--- src/rtl/alu8_pkg.sv ---
// Shared types and constants for the 8-bit ALU command front-end.
// Holds the ALU opcode map, the controller FSM state type, the default FIFO
// depth and the packed command payload {a, b, op}.
// ALU8_CMD_ERR_EN adds the ERR state and marks opcodes 4'b1100..4'b1111 illegal.
package alu8_pkg;

    localparam int unsigned DATA_W             = 8;
    localparam int unsigned PROD_W             = 16;
    localparam int unsigned OP_W               = 4;
    localparam int unsigned DEFAULT_FIFO_DEPTH = 4;

    localparam logic [OP_W-1:0] OP_INV  = 4'b0000;
    localparam logic [OP_W-1:0] OP_AND  = 4'b0001;
    localparam logic [OP_W-1:0] OP_OR   = 4'b0010;
    localparam logic [OP_W-1:0] OP_SRL  = 4'b0011;
    localparam logic [OP_W-1:0] OP_SLL  = 4'b0100;
    localparam logic [OP_W-1:0] OP_SRA  = 4'b0101;
    localparam logic [OP_W-1:0] OP_SLA  = 4'b0110;
    localparam logic [OP_W-1:0] OP_ROR  = 4'b0111;
    localparam logic [OP_W-1:0] OP_ROL  = 4'b1000;
    localparam logic [OP_W-1:0] OP_ADD  = 4'b1001;
    localparam logic [OP_W-1:0] OP_SUB  = 4'b1010;
    localparam logic [OP_W-1:0] OP_MUL  = 4'b1011;
    localparam logic [OP_W-1:0] OP_ZERO = 4'b1111;

    typedef enum logic [1:0] {
        ST_IDLE = 2'd0,
        ST_WAIT = 2'd1,
`ifdef ALU8_CMD_ERR_EN
        ST_ERR  = 2'd3,
`endif
        ST_RESP = 2'd2
    } state_e;

    typedef struct packed {
        logic [DATA_W-1:0] a;
        logic [DATA_W-1:0] b;
        logic [OP_W-1:0]   op;
    } alu8_cmd_t;

    // Opcodes 4'b11xx have no ALU operation behind them (ZERO excepted only
    // when the error path is disabled).
    function automatic logic op_is_illegal(input logic [OP_W-1:0] op);
        return (op[3:2] == 2'b11);
    endfunction

endpackage

--- src/rtl/alu8_cmd_fifo.sv ---
// Synchronous command FIFO with occupancy count.
// Ports:
//   clk, rst_n  clock, async active-low reset
//   push_i      write wdata_i (ignored while not ready)
//   wdata_i     command to enqueue
//   pop_i       drop the head entry (ignored while empty)
//   head_c      current head entry (combinational read)
//   empty_c     no entries (combinational from count)
//   ready_o     registered !full
//   count_o     registered occupancy, 0..DEPTH
module alu8_cmd_fifo
    import alu8_pkg::*;
#(
    parameter  int unsigned DEPTH = DEFAULT_FIFO_DEPTH,
    localparam int unsigned AW    = $clog2(DEPTH),
    localparam int unsigned CW    = AW + 1
) (
    input  logic          clk,
    input  logic          rst_n,
    input  logic          push_i,
    input  alu8_cmd_t     wdata_i,
    input  logic          pop_i,
    output alu8_cmd_t     head_c,
    output logic          empty_c,
    output logic          ready_o,
    output logic [CW-1:0] count_o
);

    alu8_cmd_t     mem_q [DEPTH];
    logic [AW-1:0] wr_ptr_q;
    logic [AW-1:0] rd_ptr_q;
    logic [CW-1:0] count_q;
    logic [CW-1:0] count_d;
    logic          ready_q;
    logic          push_ok_c;
    logic          pop_ok_c;

    assign push_ok_c = push_i && ready_q;
    assign pop_ok_c  = pop_i && (count_q != '0);

    // Simultaneous push and pop leave the count unchanged.
    always_comb begin
        count_d = count_q;
        if (push_ok_c && !pop_ok_c) begin
            count_d = count_q + CW'(1);
        end else if (!push_ok_c && pop_ok_c) begin
            count_d = count_q - CW'(1);
        end
    end

    // Pointers wrap naturally since DEPTH is a power of two.
    always_ff @(posedge clk or negedge rst_n) begin
        if (!rst_n) begin
            wr_ptr_q <= '0;
            rd_ptr_q <= '0;
            count_q  <= '0;
            ready_q  <= 1'b1;
        end else begin
            if (push_ok_c) begin
                wr_ptr_q <= wr_ptr_q + AW'(1);
            end
            if (pop_ok_c) begin
                rd_ptr_q <= rd_ptr_q + AW'(1);
            end
            count_q <= count_d;
            ready_q <= (count_d != CW'(DEPTH));
        end
    end

    // Storage needs no reset; entries are only read once counted.
    always_ff @(posedge clk) begin
        if (push_ok_c) begin
            mem_q[wr_ptr_q] <= wdata_i;
        end
    end

    assign head_c  = mem_q[rd_ptr_q];
    assign empty_c = (count_q == '0);
    assign ready_o = ready_q;
    assign count_o = count_q;

endmodule

--- src/rtl/alu8_cmd_ctrl.sv ---
// Command front-end and result capture stage for the 8-bit ALU.
// Buffers {a, b, op} commands in a FIFO, drives the ALU inputs from registers,
// waits ALU_WAIT cycles, then captures the ALU outputs into a response
// register held under a valid/ready handshake.
// Ports:
//   clk, rst_n                     clock, async active-low reset
//   cmd_valid/cmd_ready            command handshake; cmd_a, cmd_b, cmd_op payload
//   alu_a, alu_b, alu_op           registered ALU inputs
//   alu_result, alu_product,
//   alu_of, alu_zero, alu_slt      ALU outputs
//   rsp_valid/rsp_ready            response handshake
//   rsp_result, rsp_product,
//   rsp_of, rsp_zero, rsp_slt      captured ALU outputs
//   rsp_err                        illegal opcode flag
//   fifo_level                     FIFO occupancy
// Build option: ALU8_CMD_ERR_EN rejects opcodes 4'b1100..4'b1111 through an
// ERR state; without it rsp_err is tied 0 and every opcode issues.
module alu8_cmd_ctrl
    import alu8_pkg::*;
#(
    parameter  int unsigned ALU_WAIT   = 1,
    parameter  int unsigned FIFO_DEPTH = DEFAULT_FIFO_DEPTH,
    localparam int unsigned LVL_W      = $clog2(FIFO_DEPTH) + 1
) (
    input  logic              clk,
    input  logic              rst_n,
    input  logic              cmd_valid,
    output logic              cmd_ready,
    input  logic [DATA_W-1:0] cmd_a,
    input  logic [DATA_W-1:0] cmd_b,
    input  logic [OP_W-1:0]   cmd_op,
    output logic [DATA_W-1:0] alu_a,
    output logic [DATA_W-1:0] alu_b,
    output logic [OP_W-1:0]   alu_op,
    input  logic [DATA_W-1:0] alu_result,
    input  logic [PROD_W-1:0] alu_product,
    input  logic              alu_of,
    input  logic              alu_zero,
    input  logic              alu_slt,
    output logic              rsp_valid,
    input  logic              rsp_ready,
    output logic [DATA_W-1:0] rsp_result,
    output logic [PROD_W-1:0] rsp_product,
    output logic              rsp_of,
    output logic              rsp_zero,
    output logic              rsp_slt,
    output logic              rsp_err,
    output logic [LVL_W-1:0]  fifo_level
);

    localparam int unsigned CNT_W = 3;

    state_e            state_q, state_d;
    state_e            issue_state_c;
    alu8_cmd_t         wr_cmd_c;
    alu8_cmd_t         head_c;
    logic              empty_c;
    logic              push_c;
    logic              pop_c;
    logic              head_illegal_c;

    logic [CNT_W-1:0]  cnt_q, cnt_d;
    logic [DATA_W-1:0] alu_a_q, alu_a_d;
    logic [DATA_W-1:0] alu_b_q, alu_b_d;
    logic [OP_W-1:0]   alu_op_q, alu_op_d;
    logic              rsp_valid_q, rsp_valid_d;
    logic [DATA_W-1:0] rsp_result_q, rsp_result_d;
    logic [PROD_W-1:0] rsp_product_q, rsp_product_d;
    logic              rsp_of_q, rsp_of_d;
    logic              rsp_zero_q, rsp_zero_d;
    logic              rsp_slt_q, rsp_slt_d;
`ifdef ALU8_CMD_ERR_EN
    logic              rsp_err_q, rsp_err_d;
`endif

    assign push_c   = cmd_valid && cmd_ready;
    assign wr_cmd_c = '{a: cmd_a, b: cmd_b, op: cmd_op};

    alu8_cmd_fifo #(
        .DEPTH (FIFO_DEPTH)
    ) u_fifo (
        .clk     (clk),
        .rst_n   (rst_n),
        .push_i  (push_c),
        .wdata_i (wr_cmd_c),
        .pop_i   (pop_c),
        .head_c  (head_c),
        .empty_c (empty_c),
        .ready_o (cmd_ready),
        .count_o (fifo_level)
    );

    // Where a pop of the head command leads.
`ifdef ALU8_CMD_ERR_EN
    assign head_illegal_c = op_is_illegal(head_c.op);
    assign issue_state_c  = head_illegal_c ? ST_ERR : ST_WAIT;
`else
    assign head_illegal_c = 1'b0;
    assign issue_state_c  = ST_WAIT;
`endif

    // State register and datapath registers.
    always_ff @(posedge clk or negedge rst_n) begin
        if (!rst_n) begin
            state_q       <= ST_IDLE;
            cnt_q         <= '0;
            alu_a_q       <= '0;
            alu_b_q       <= '0;
            alu_op_q      <= OP_ZERO;
            rsp_valid_q   <= 1'b0;
            rsp_result_q  <= '0;
            rsp_product_q <= '0;
            rsp_of_q      <= 1'b0;
            rsp_zero_q    <= 1'b0;
            rsp_slt_q     <= 1'b0;
`ifdef ALU8_CMD_ERR_EN
            rsp_err_q     <= 1'b0;
`endif
        end else begin
            state_q       <= state_d;
            cnt_q         <= cnt_d;
            alu_a_q       <= alu_a_d;
            alu_b_q       <= alu_b_d;
            alu_op_q      <= alu_op_d;
            rsp_valid_q   <= rsp_valid_d;
            rsp_result_q  <= rsp_result_d;
            rsp_product_q <= rsp_product_d;
            rsp_of_q      <= rsp_of_d;
            rsp_zero_q    <= rsp_zero_d;
            rsp_slt_q     <= rsp_slt_d;
`ifdef ALU8_CMD_ERR_EN
            rsp_err_q     <= rsp_err_d;
`endif
        end
    end

    // Next-state logic.
    always_comb begin
        state_d = state_q;
        case (state_q)
            ST_IDLE: begin
                if (!empty_c) begin
                    state_d = issue_state_c;
                end
            end
            ST_WAIT: begin
                if (cnt_q == CNT_W'(1)) begin
                    state_d = ST_RESP;
                end
            end
            ST_RESP: begin
                if (rsp_ready) begin
                    state_d = empty_c ? ST_IDLE : issue_state_c;
                end
            end
`ifdef ALU8_CMD_ERR_EN
            ST_ERR: begin
                state_d = ST_RESP;
            end
`endif
            default: begin
                state_d = ST_IDLE;
            end
        endcase
    end

    // Datapath next values: pop/issue, settle counter, response capture.
    always_comb begin
        pop_c         = 1'b0;
        cnt_d         = cnt_q;
        alu_a_d       = alu_a_q;
        alu_b_d       = alu_b_q;
        alu_op_d      = alu_op_q;
        rsp_valid_d   = rsp_valid_q;
        rsp_result_d  = rsp_result_q;
        rsp_product_d = rsp_product_q;
        rsp_of_d      = rsp_of_q;
        rsp_zero_d    = rsp_zero_q;
        rsp_slt_d     = rsp_slt_q;
`ifdef ALU8_CMD_ERR_EN
        rsp_err_d     = rsp_err_q;
`endif
        case (state_q)
            ST_IDLE: begin
                pop_c = !empty_c;
            end
            ST_WAIT: begin
                cnt_d = cnt_q - CNT_W'(1);
                if (cnt_q == CNT_W'(1)) begin
                    rsp_valid_d   = 1'b1;
                    rsp_result_d  = alu_result;
                    rsp_product_d = alu_product;
                    rsp_of_d      = alu_of;
                    rsp_zero_d    = alu_zero;
                    rsp_slt_d     = alu_slt;
`ifdef ALU8_CMD_ERR_EN
                    rsp_err_d     = 1'b0;
`endif
                end
            end
            ST_RESP: begin
                // Data fields keep their last value; only valid drops.
                if (rsp_ready) begin
                    rsp_valid_d = 1'b0;
                    pop_c       = !empty_c;
                end
            end
`ifdef ALU8_CMD_ERR_EN
            ST_ERR: begin
                rsp_valid_d   = 1'b1;
                rsp_result_d  = '0;
                rsp_product_d = '0;
                rsp_of_d      = 1'b0;
                rsp_zero_d    = 1'b0;
                rsp_slt_d     = 1'b0;
                rsp_err_d     = 1'b1;
            end
`endif
            default: begin
                pop_c = 1'b0;
            end
        endcase

        // Illegal commands leave the ALU inputs untouched.
        if (pop_c && !head_illegal_c) begin
            alu_a_d  = head_c.a;
            alu_b_d  = head_c.b;
            alu_op_d = head_c.op;
            cnt_d    = CNT_W'(ALU_WAIT);
        end
    end

    assign alu_a       = alu_a_q;
    assign alu_b       = alu_b_q;
    assign alu_op      = alu_op_q;
    assign rsp_valid   = rsp_valid_q;
    assign rsp_result  = rsp_result_q;
    assign rsp_product = rsp_product_q;
    assign rsp_of      = rsp_of_q;
    assign rsp_zero    = rsp_zero_q;
    assign rsp_slt     = rsp_slt_q;
`ifdef ALU8_CMD_ERR_EN
    assign rsp_err     = rsp_err_q;
`else
    assign rsp_err     = 1'b0;
`endif

endmodule

--- config.mk ---
export PLATFORM = sky130hd
export DESIGN_NAME = alu8_cmd_ctrl
export DESIGN_NICKNAME = d
export VERILOG_FILES = /design/src/rtl/alu8_pkg.sv /design/src/rtl/alu8_cmd_fifo.sv /design/src/rtl/alu8_cmd_ctrl.sv
export SDC_FILE = /design/constraint.sdc
export NUM_CORES = 1
export LEC_CHECK = 0
export BUFFER_PORTS_ARGS = -buffer_cell sky130_fd_sc_hd__buf_2
export CORE_ASPECT_RATIO = 1.25
export CORE_MARGIN = 2
export CORE_UTILIZATION = 59
export DETAILED_ROUTE_END_ITERATION = 8
export PLACE_DENSITY = 0.85
export SYNTH_ARGS = -nofsm -noshare
export SYNTH_HDL_FRONTEND = slang
export SYNTH_HIERARCHICAL = 1
export SYNTH_SLANG_ARGS = --single-unit
--- constraint.sdc ---
create_clock -name clk -period 6.9 [get_ports clk]
set_clock_uncertainty 0.15 [all_clocks]
set_input_delay 1.38 -clock clk [delete_from_list [all_inputs] [get_ports clk]]
set_output_delay 1.38 -clock clk [all_outputs]
set_load 0.005 [all_outputs]
==> metrics.log, run 1 <==
INFO  metric run_status = complete, no violations
INFO  metric clk_latency = between 0.4 and 0.5 ns
INFO  metric place.gp.congestion = about 0.72
INFO  metric crit_reg_reg_endpoint = u_fifo/ready_o
INFO  metric synth.ff_latch_count = between 100 and 150
INFO  metric post_synth_num_cell_types = 43
INFO  metric io_buffers = about 100
INFO  metric routed-via-count = 2967
INFO  metric dieHeight = 113 um
INFO  metric ff2ff_path_depth = 11
INFO  metric intPower = roughly 2400 uW
INFO  metric fill_cells = approximately 570
INFO  metric core_area = slightly above 0.009 mm^2
INFO  metric finalSetupTns = 0 ns
INFO  metric dp_hpwl = 6.09 mm
INFO  metric area_delta_synth_final = 22.0%
INFO  metric critPathMaxFanout = 22
INFO  metric remaining_routing_drc_violations = 0
INFO  metric hold_slack = 0.349 ns
INFO  metric antenna_violating_nets_post_route = 0
INFO  metric number_of_nets_in_the_synthesized_netlist = roughly 350
INFO  metric power.combinational.fraction = 0.316
INFO  metric cts_post_setup_buffers_inserted = 0
INFO  metric clockBufferDepth = 2
INFO  metric via_per_inst = 5.48
INFO  metric layout_common_cells = 102 x sky130_fd_sc_hd__buf_2, 80 x sky130_fd_sc_hd__edfxtp_1, 56 x sky130_fd_sc_hd__dfrtp_1
INFO  metric wl_per_cell = ~19 um
INFO  metric syn_inst = ~290
INFO  metric final-hold-violation-count = 0
INFO  metric setup-violations-final = 0
INFO  metric antenna-diode-count = 0
INFO  metric crit_required = around 7 ns
INFO  metric numClockSinks = 141
INFO  metric post-synth-top-area-cell = sky130_fd_sc_hd__edfxtp_1
INFO  metric worstHoldStart = rsp_result[6]
INFO  metric first_iter_violations = about 230
INFO  metric max-slew-margin-rel = 0.268
INFO  metric min_cycle_time_layout = a little under 3 ns
INFO  metric clockPowerShare = 0.288
INFO  metric drt_first_pass_iters = 4
INFO  metric slew_at_the_pin_closest_to_its_max_slew_limit = 1.10 ns
INFO  metric grt_pass1_wl = 16.1 mm
INFO  metric critical_path_type = input pin to register
INFO  metric antenna_found_initial = 0
INFO  metric ctsResizeCount = 0
INFO  metric grt_setup_unrepaired = no
INFO  metric overflow = 0
INFO  metric syn_area_per_cell = approximately 19 um^2
INFO  metric grt_util_met3 = 0.0593
INFO  metric pin_count_of_the_biggest_net_entering_global_routing = just over 60
INFO  metric gr-usage-met2 = 0.366
INFO  metric finalCritPeriodShare = 0.422
INFO  metric hold_crit_depth = 1
INFO  metric synth.top_cell.area_share = 0.429
INFO  metric design.portCount = about 100
INFO  metric gr-usage-all-layers = 0.213
INFO  metric pwr-share-seq = 0.396
INFO  metric drive_gt1_frac = 0.517
INFO  metric grt_pass1_vias = 3122
INFO  metric floorplan.initialDensity = 0.611
INFO  metric nNetsFinal = approximately 470
INFO  metric number_of_placement_rows = 39
INFO  metric hold_end = rsp_result[6]
INFO  metric peakVddDrop = a little under 0.3 mV
INFO  metric final_common_cell = sky130_fd_sc_hd__buf_2
INFO  metric synth_area = about 0.0056 mm^2
INFO  metric clkSlewWorstSetupHoldPaths = around 0.06 ns
INFO  metric synth_seq_area_share = 0.702
INFO  metric critical_path_arrival = 3.10 ns
INFO  metric edff_count_synth = 80
INFO  metric critPathCaptureType = register
INFO  metric type_of_the_tightest_min_delay_check = register to register
INFO  metric routed_wirelength = ~10 mm
INFO  metric p_sw_frac = 0.279
INFO  metric maxCapViolCount = 0
INFO  metric power.switching = between 900 and 1000 uW
INFO  metric leakagePower = 0.00283 uW
INFO  metric numCtsBuffers = 17
INFO  metric fmax = around 340 MHz
INFO  metric number_of_buffers_inserted_for_hold_repair_after_clock_tree_synthesis = 0
INFO  metric gr-usage-met1 = 0.251
INFO  metric die_area = 0.0103 mm^2
INFO  metric synth_async_sr_flop_share = 0.433
INFO  metric rrSetupSlack = 4.05 ns
INFO  metric report.final.slew_viol_count = 0
INFO  metric yosys_warnings = 6
INFO  metric ys_dominant_reg_cell = sky130_fd_sc_hd__edfxtp_1
INFO  metric timing.critical_path.from_type = input pin
INFO  metric die_width = about 91 um
INFO  metric globalRoute.busiestLayer = met2
INFO  metric power-per-cell-area = between 400 and 500 mW/mm^2
INFO  metric synth_top_cells_by_area = sky130_fd_sc_hd__edfxtp_1 43%, sky130_fd_sc_hd__dfrtp_1 25%, sky130_fd_sc_hd__mux4_2 8.0%, sky130_fd_sc_hd__mux2_2 6.0%, sky130_fd_sc_hd__mux2_4 4.8%
INFO  metric r2r-start = u_fifo/count_o[0]
INFO  metric tritoncts = yes
INFO  metric cts-htree-levels = 4
INFO  metric clock_tree.root_cell = sky130_fd_sc_hd__clkbuf_16
sequential cells by signal (all words and copies together) (netlist names), 3 cells and up:
register,cells
u_fifo/mem_q,80
rsp_product,16
alu_a,8
alu_b,8
rsp_result,8
alu_op,4
cnt_q,3
u_fifo/count_o,3
routing by layer:
metal  up-vias  part of all wire
met3        12             0.051
li1       1332                 -
met4         0             0.012
met5         -                 0
met1      1507              0.40
met2       116              0.54
how the worst max path moves through the flow:
stage          slack, ns               from              to  depth (start not counted)
4_1_cts             3.98          rsp_ready  u_fifo/ready_o                          9
3_3_place_gp        3.66          rsp_ready  u_fifo/ready_o                          9
3_5_place_dp        3.61          rsp_ready  u_fifo/ready_o                          9
6_report            3.99          rsp_ready  u_fifo/ready_o                          9
2_1_floorplan       3.86          rsp_ready  u_fifo/ready_o                          9
5_1_grt             3.89  u_fifo/count_o[0]  u_fifo/ready_o                         11
final cells by class:
| cell class | instances | area (um^2) | share of cell area |
|---|---|---|---|
| Sequential cell | 141 | 3940 | 0.575 |
| Multi-Input combinational cell | 126 | 1520 | 0.223 |
| Timing Repair Buffer | 105 | 533 | 0.0780 |
| Clock buffer | 20 | 447 | 0.0653 |
| Clock inverter | 12 | 195 | 0.0285 |
| Tap cell | 123 | 154 | 0.0225 |
| Inverter | 14 | 52.6 | 0.00769 |
power groups by stage:
stage | Clock [uW] | Sequential, uW | Combinational (uW)
after global routing | 1030 | 1370 | 1160
after CTS | 988 | 1340 | 1080
final | 974 | 1340 | 1070
after detailed placement | 0 | 1350 | 1060
after floorplan | 0 | 1320 | 786
after global placement | 0 | 1330 | 1020
stage by stage:
step | instance area, um^2 | total power [uW] | setup slack, ns | std cells | util
after CTS | 6840 | 3410 | 3.98 | 541 | 0.745
after global placement | 6200 | 2350 | 3.66 | 509 | 0.675
after detailed placement | 6200 | 2410 | 3.61 | 509 | 0.675
final | 6840 | 3380 | 3.99 | 541 | 0.745
after global routing | 6840 | 3560 | 3.89 | 541 | 0.745
after floorplan | 5600 | 2110 | 3.86 | 292 | -
worst max-delay path, stage by stage:
cell and delay, ns:
sky130_fd_sc_hd__buf_2 0.11, sky130_fd_sc_hd__nor2b_4 0.04, sky130_fd_sc_hd__or3_1 0.32, sky130_fd_sc_hd__buf_4 0.28, sky130_fd_sc_hd__inv_1 0.20, sky130_fd_sc_hd__and4b_4 0.23
sky130_fd_sc_hd__a311o_1 0.34, sky130_fd_sc_hd__o211ai_2 0.10, sky130_fd_sc_hd__o31ai_2 0.09
cells by family after synthesis:
group	synth area share
flip-flops	0.702
multiplexers	0.189
AND/OR/NAND/NOR	0.0357
buffers and inverters	0.0263
AO/OA/AOI/OAI	0.0199
adder cells (fa/ha/maj)	0.0201
XOR/XNOR	0.00625
other	0.000669
synthesized netlist by cell type (4+ instances only):
master / count
sky130_fd_sc_hd__inv_1: 14
sky130_fd_sc_hd__dfstp_2: 5
sky130_fd_sc_hd__mux2_4: 18
sky130_fd_sc_hd__edfxtp_1: 80
sky130_fd_sc_hd__mux2_2: 30
sky130_fd_sc_hd__mux4_2: 20
sky130_fd_sc_hd__ha_1: 9
sky130_fd_sc_hd__dfrtp_1: 56
sky130_fd_sc_hd__and3_1: 4
sky130_fd_sc_hd__nand2_1: 4
sky130_fd_sc_hd__buf_4: 4
Note: power is estimated with default switching activity, not from simulation.
==> run 2: changes to the inputs <==
CORE_UTILIZATION = 50   (was 59)
PLACE_DENSITY = 0.77   (was 0.85)
clock period = 2.5 ns   (was 6.9 ns; I/O delays follow)
==> run 2 against run 1 <==
Compared with the run above:
- cell area is 2.1% higher
- sequential cell count stayed put
- largest cell class unchanged
- routed wire length is 4.3% lower
- highest routed layer unchanged
- global-route usage is 4.2 points lower
==> metrics.log, run 2 (synthesized netlist as in run 1, its figures left out) <==
INFO  metric finalSetupTns = 0 ns (unchanged)
INFO  metric pin_count_of_the_biggest_net_entering_global_routing = 62 (unchanged)
INFO  metric power.switching = 2580 uW (+170%)
INFO  metric min_cycle_time_layout = about 2.3 ns
INFO  metric power-per-cell-area = 1360 mW/mm^2 (+180%)
INFO  metric clockPowerShare = 0.305 (+0.017)
INFO  metric clk_latency = 0.41 ns (about the same)
INFO  metric run_status = complete, no violations
INFO  metric antenna-diode-count = 0 (unchanged)
INFO  metric via_per_inst = 5.29 (-3.6%)
INFO  metric core_area = 0.0110 mm^2 (+20%)
INFO  metric antenna_violating_nets_post_route = 0 (unchanged)
INFO  metric fill_cells = 776 (+36%)
INFO  metric final-hold-violation-count = 0 (unchanged)
INFO  metric top_reg_by_flops = u_fifo/mem_q
INFO  metric crit_required = 2.68 ns (-4.40 ns)
INFO  metric layout_setup_ws = 0.195 ns (-3.79 ns)
INFO  metric p_sw_frac = 0.271 (-0.00826)
INFO  metric antenna_found_initial = 0 (unchanged)
INFO  metric numCtsBuffers = 17 (unchanged)
INFO  metric intPower = 6940 uW (+190%)
INFO  metric type_of_the_tightest_min_delay_check = input pin to register
INFO  metric dp_hpwl = 5.99 mm (-1.6%)
INFO  metric floorplan.initialDensity = 0.508 (-0.103)
INFO  metric io_buffers = 102 (unchanged)
INFO  metric finalCritPeriodShare = 0.922
INFO  metric tritoncts = yes
INFO  metric leakagePower = 0.00289 uW (+2.3%)
INFO  metric placedCellCount = 528 (+3.7%)
INFO  metric final_common_cell = sky130_fd_sc_hd__buf_2
INFO  metric critPathCaptureType = register
INFO  metric largest_register_ffs = 80 (unchanged)
INFO  metric design.portCount = 104 (unchanged)
INFO  metric gr-usage-all-layers = 0.171 (-0.0422)
INFO  metric setup-violations-final = 0 (unchanged)
INFO  metric die_area = 0.0121 mm^2 (+17%)
INFO  metric ctsResizeCount = 0 (unchanged)
INFO  metric grt_pass1_vias = 3125 (+0.096%)
INFO  metric area_delta_synth_final = 24.6%
INFO  metric final_cells = 561 (+3.7%)
INFO  metric wl_per_cell = 17.2 um (-7.7%)
INFO  metric remaining_routing_drc_violations = 0 (unchanged)
INFO  metric clock_tree.root_cell = sky130_fd_sc_hd__clkbuf_16
INFO  metric maxCapViolCount = 0 (unchanged)
INFO  metric routed-via-count = 2966 (-0.034%)
INFO  metric grt_setup_unrepaired = no
INFO  metric clockBufferDepth = 2 (unchanged)
INFO  metric fmax = 434 MHz
INFO  metric critPathMaxFanout = 7 (-68%)
INFO  metric routed_wirelength = 9.67 mm (-4.3%)
INFO  metric number_of_placement_rows = 43 (+10%)
INFO  metric pre_cts_slack = 0.212 ns (-3.40 ns)
INFO  metric peakVddDrop = 0.673 mV (+130%)
INFO  metric timing.critical_path.from_type = register
INFO  metric cts-htree-levels = 4 (unchanged)
INFO  metric layout_common_cells = 102 x sky130_fd_sc_hd__buf_2, 80 x sky130_fd_sc_hd__edfxtp_1, 56 x sky130_fd_sc_hd__dfrtp_1
INFO  metric place.gp.congestion = 0.782 (+8.1%)
INFO  metric first_iter_violations = 130 (-43%)
INFO  metric drive_gt1_frac = 0.535 (+0.0185)
INFO  metric critical_path_arrival = 2.48 ns (-0.62 ns)
INFO  metric critical_path_type = register to register
INFO  metric nNetsFinal = 473 (+1.7%)
INFO  metric power.combinational.fraction = 0.318 (+0.002)
INFO  metric drt_first_pass_iters = 6 (+2)
INFO  metric dieHeight = 122 um (+8.3%)
INFO  metric grt_pass1_wl = 15.4 mm (-4.5%)
INFO  metric clkSlewWorstSetupHoldPaths = 0.06 ns (about the same)
INFO  metric hold_slack = 0.150 ns (-0.199 ns)
INFO  metric pwr-share-seq = 0.378 (-0.018)
INFO  metric numClockSinks = 141 (unchanged)
INFO  metric overflow = 0 (unchanged)
INFO  metric die_width = 98.7 um (+8.2%)
INFO  metric report.final.slew_viol_count = 0 (unchanged)
## run 2: critical path, cell delays in order, from the launching register on
cell	delay [ns]
sky130_fd_sc_hd__dfrtp_1	0.41
sky130_fd_sc_hd__inv_1	0.09
sky130_fd_sc_hd__ha_2	0.21
sky130_fd_sc_hd__nand2b_4	0.08
sky130_fd_sc_hd__inv_1	0.04
sky130_fd_sc_hd__or3_1	0.40
sky130_fd_sc_hd__inv_2	0.12
sky130_fd_sc_hd__and4b_4	0.22
sky130_fd_sc_hd__a311o_1	0.34
sky130_fd_sc_hd__o211ai_2	0.09
sky130_fd_sc_hd__o31ai_2	0.09
## run 2: layout make-up
type	instances	area (um^2)	area share
sequential	141	3940	0.564
multi-input combinational	126	1520	0.218
timing repair buffer	113	608	0.0871
clock buffer	17	425	0.0609
clock inverter	15	268	0.0384
tap	135	169	0.0242
inverter	14	52.6	0.00753
## run 2: final timing paths
| check | from | to | slack [ns] | depth (start not counted) |
|---|---|---|---|---|
| setup / recovery | u_fifo/count_o[1] | u_fifo/ready_o | 0.20 | 10 |
| hold / removal | cmd_a[4] | u_fifo/mem_q[2][16] | 0.15 | 1 |
| setup reg to reg | u_fifo/count_o[1] | u_fifo/ready_o | 0.20 | 10 |
| hold reg to reg | rsp_result[2] | rsp_result[2] | 0.35 | 1 |
| max in group asynchronous | rst_n | u_fifo/ready_o | 1.40 | 3 |
| min in group asynchronous | rst_n | alu_b[1] | 0.48 | 3 |
## run 2: timing repair
action | in CTS | in global routing
setup buffers | 0 | 0
hold buffers | 1 | 0
endpoints found under the hold margin | 56 | 0
## run 2: per-stage QoR
| step | power [uW] | cell area (um^2) | util |
|---|---|---|---|
| floorplan | 5820 | 5610 | - |
| global placement | 6570 | 6280 | 0.569 |
| detailed placement | 6730 | 6280 | 0.569 |
| CTS | 9670 | 6980 | 0.633 |
| global route | 10000 | 6980 | 0.633 |
| finish | 9530 | 6980 | 0.633 |
## run 2: routing by layer
metal	vias to the layer above	share of wire	track usage
li1	1354	-	-
met5	-	0	0
met2	92	0.52	0.292
met3	12	0.056	0.0575
met4	0	0.015	0.0728
met1	1508	0.41	0.198
## run 2: power groups by stage
stage	clock network, uW	logic [uW]	registers [uW]
4_1_cts	2950	3100	3610
5_1_grt	3040	3310	3690
3_3_place_gp	0	2980	3600
3_5_place_dp	0	3090	3640
6_report	2900	3030	3600
2_1_floorplan	0	2180	3650
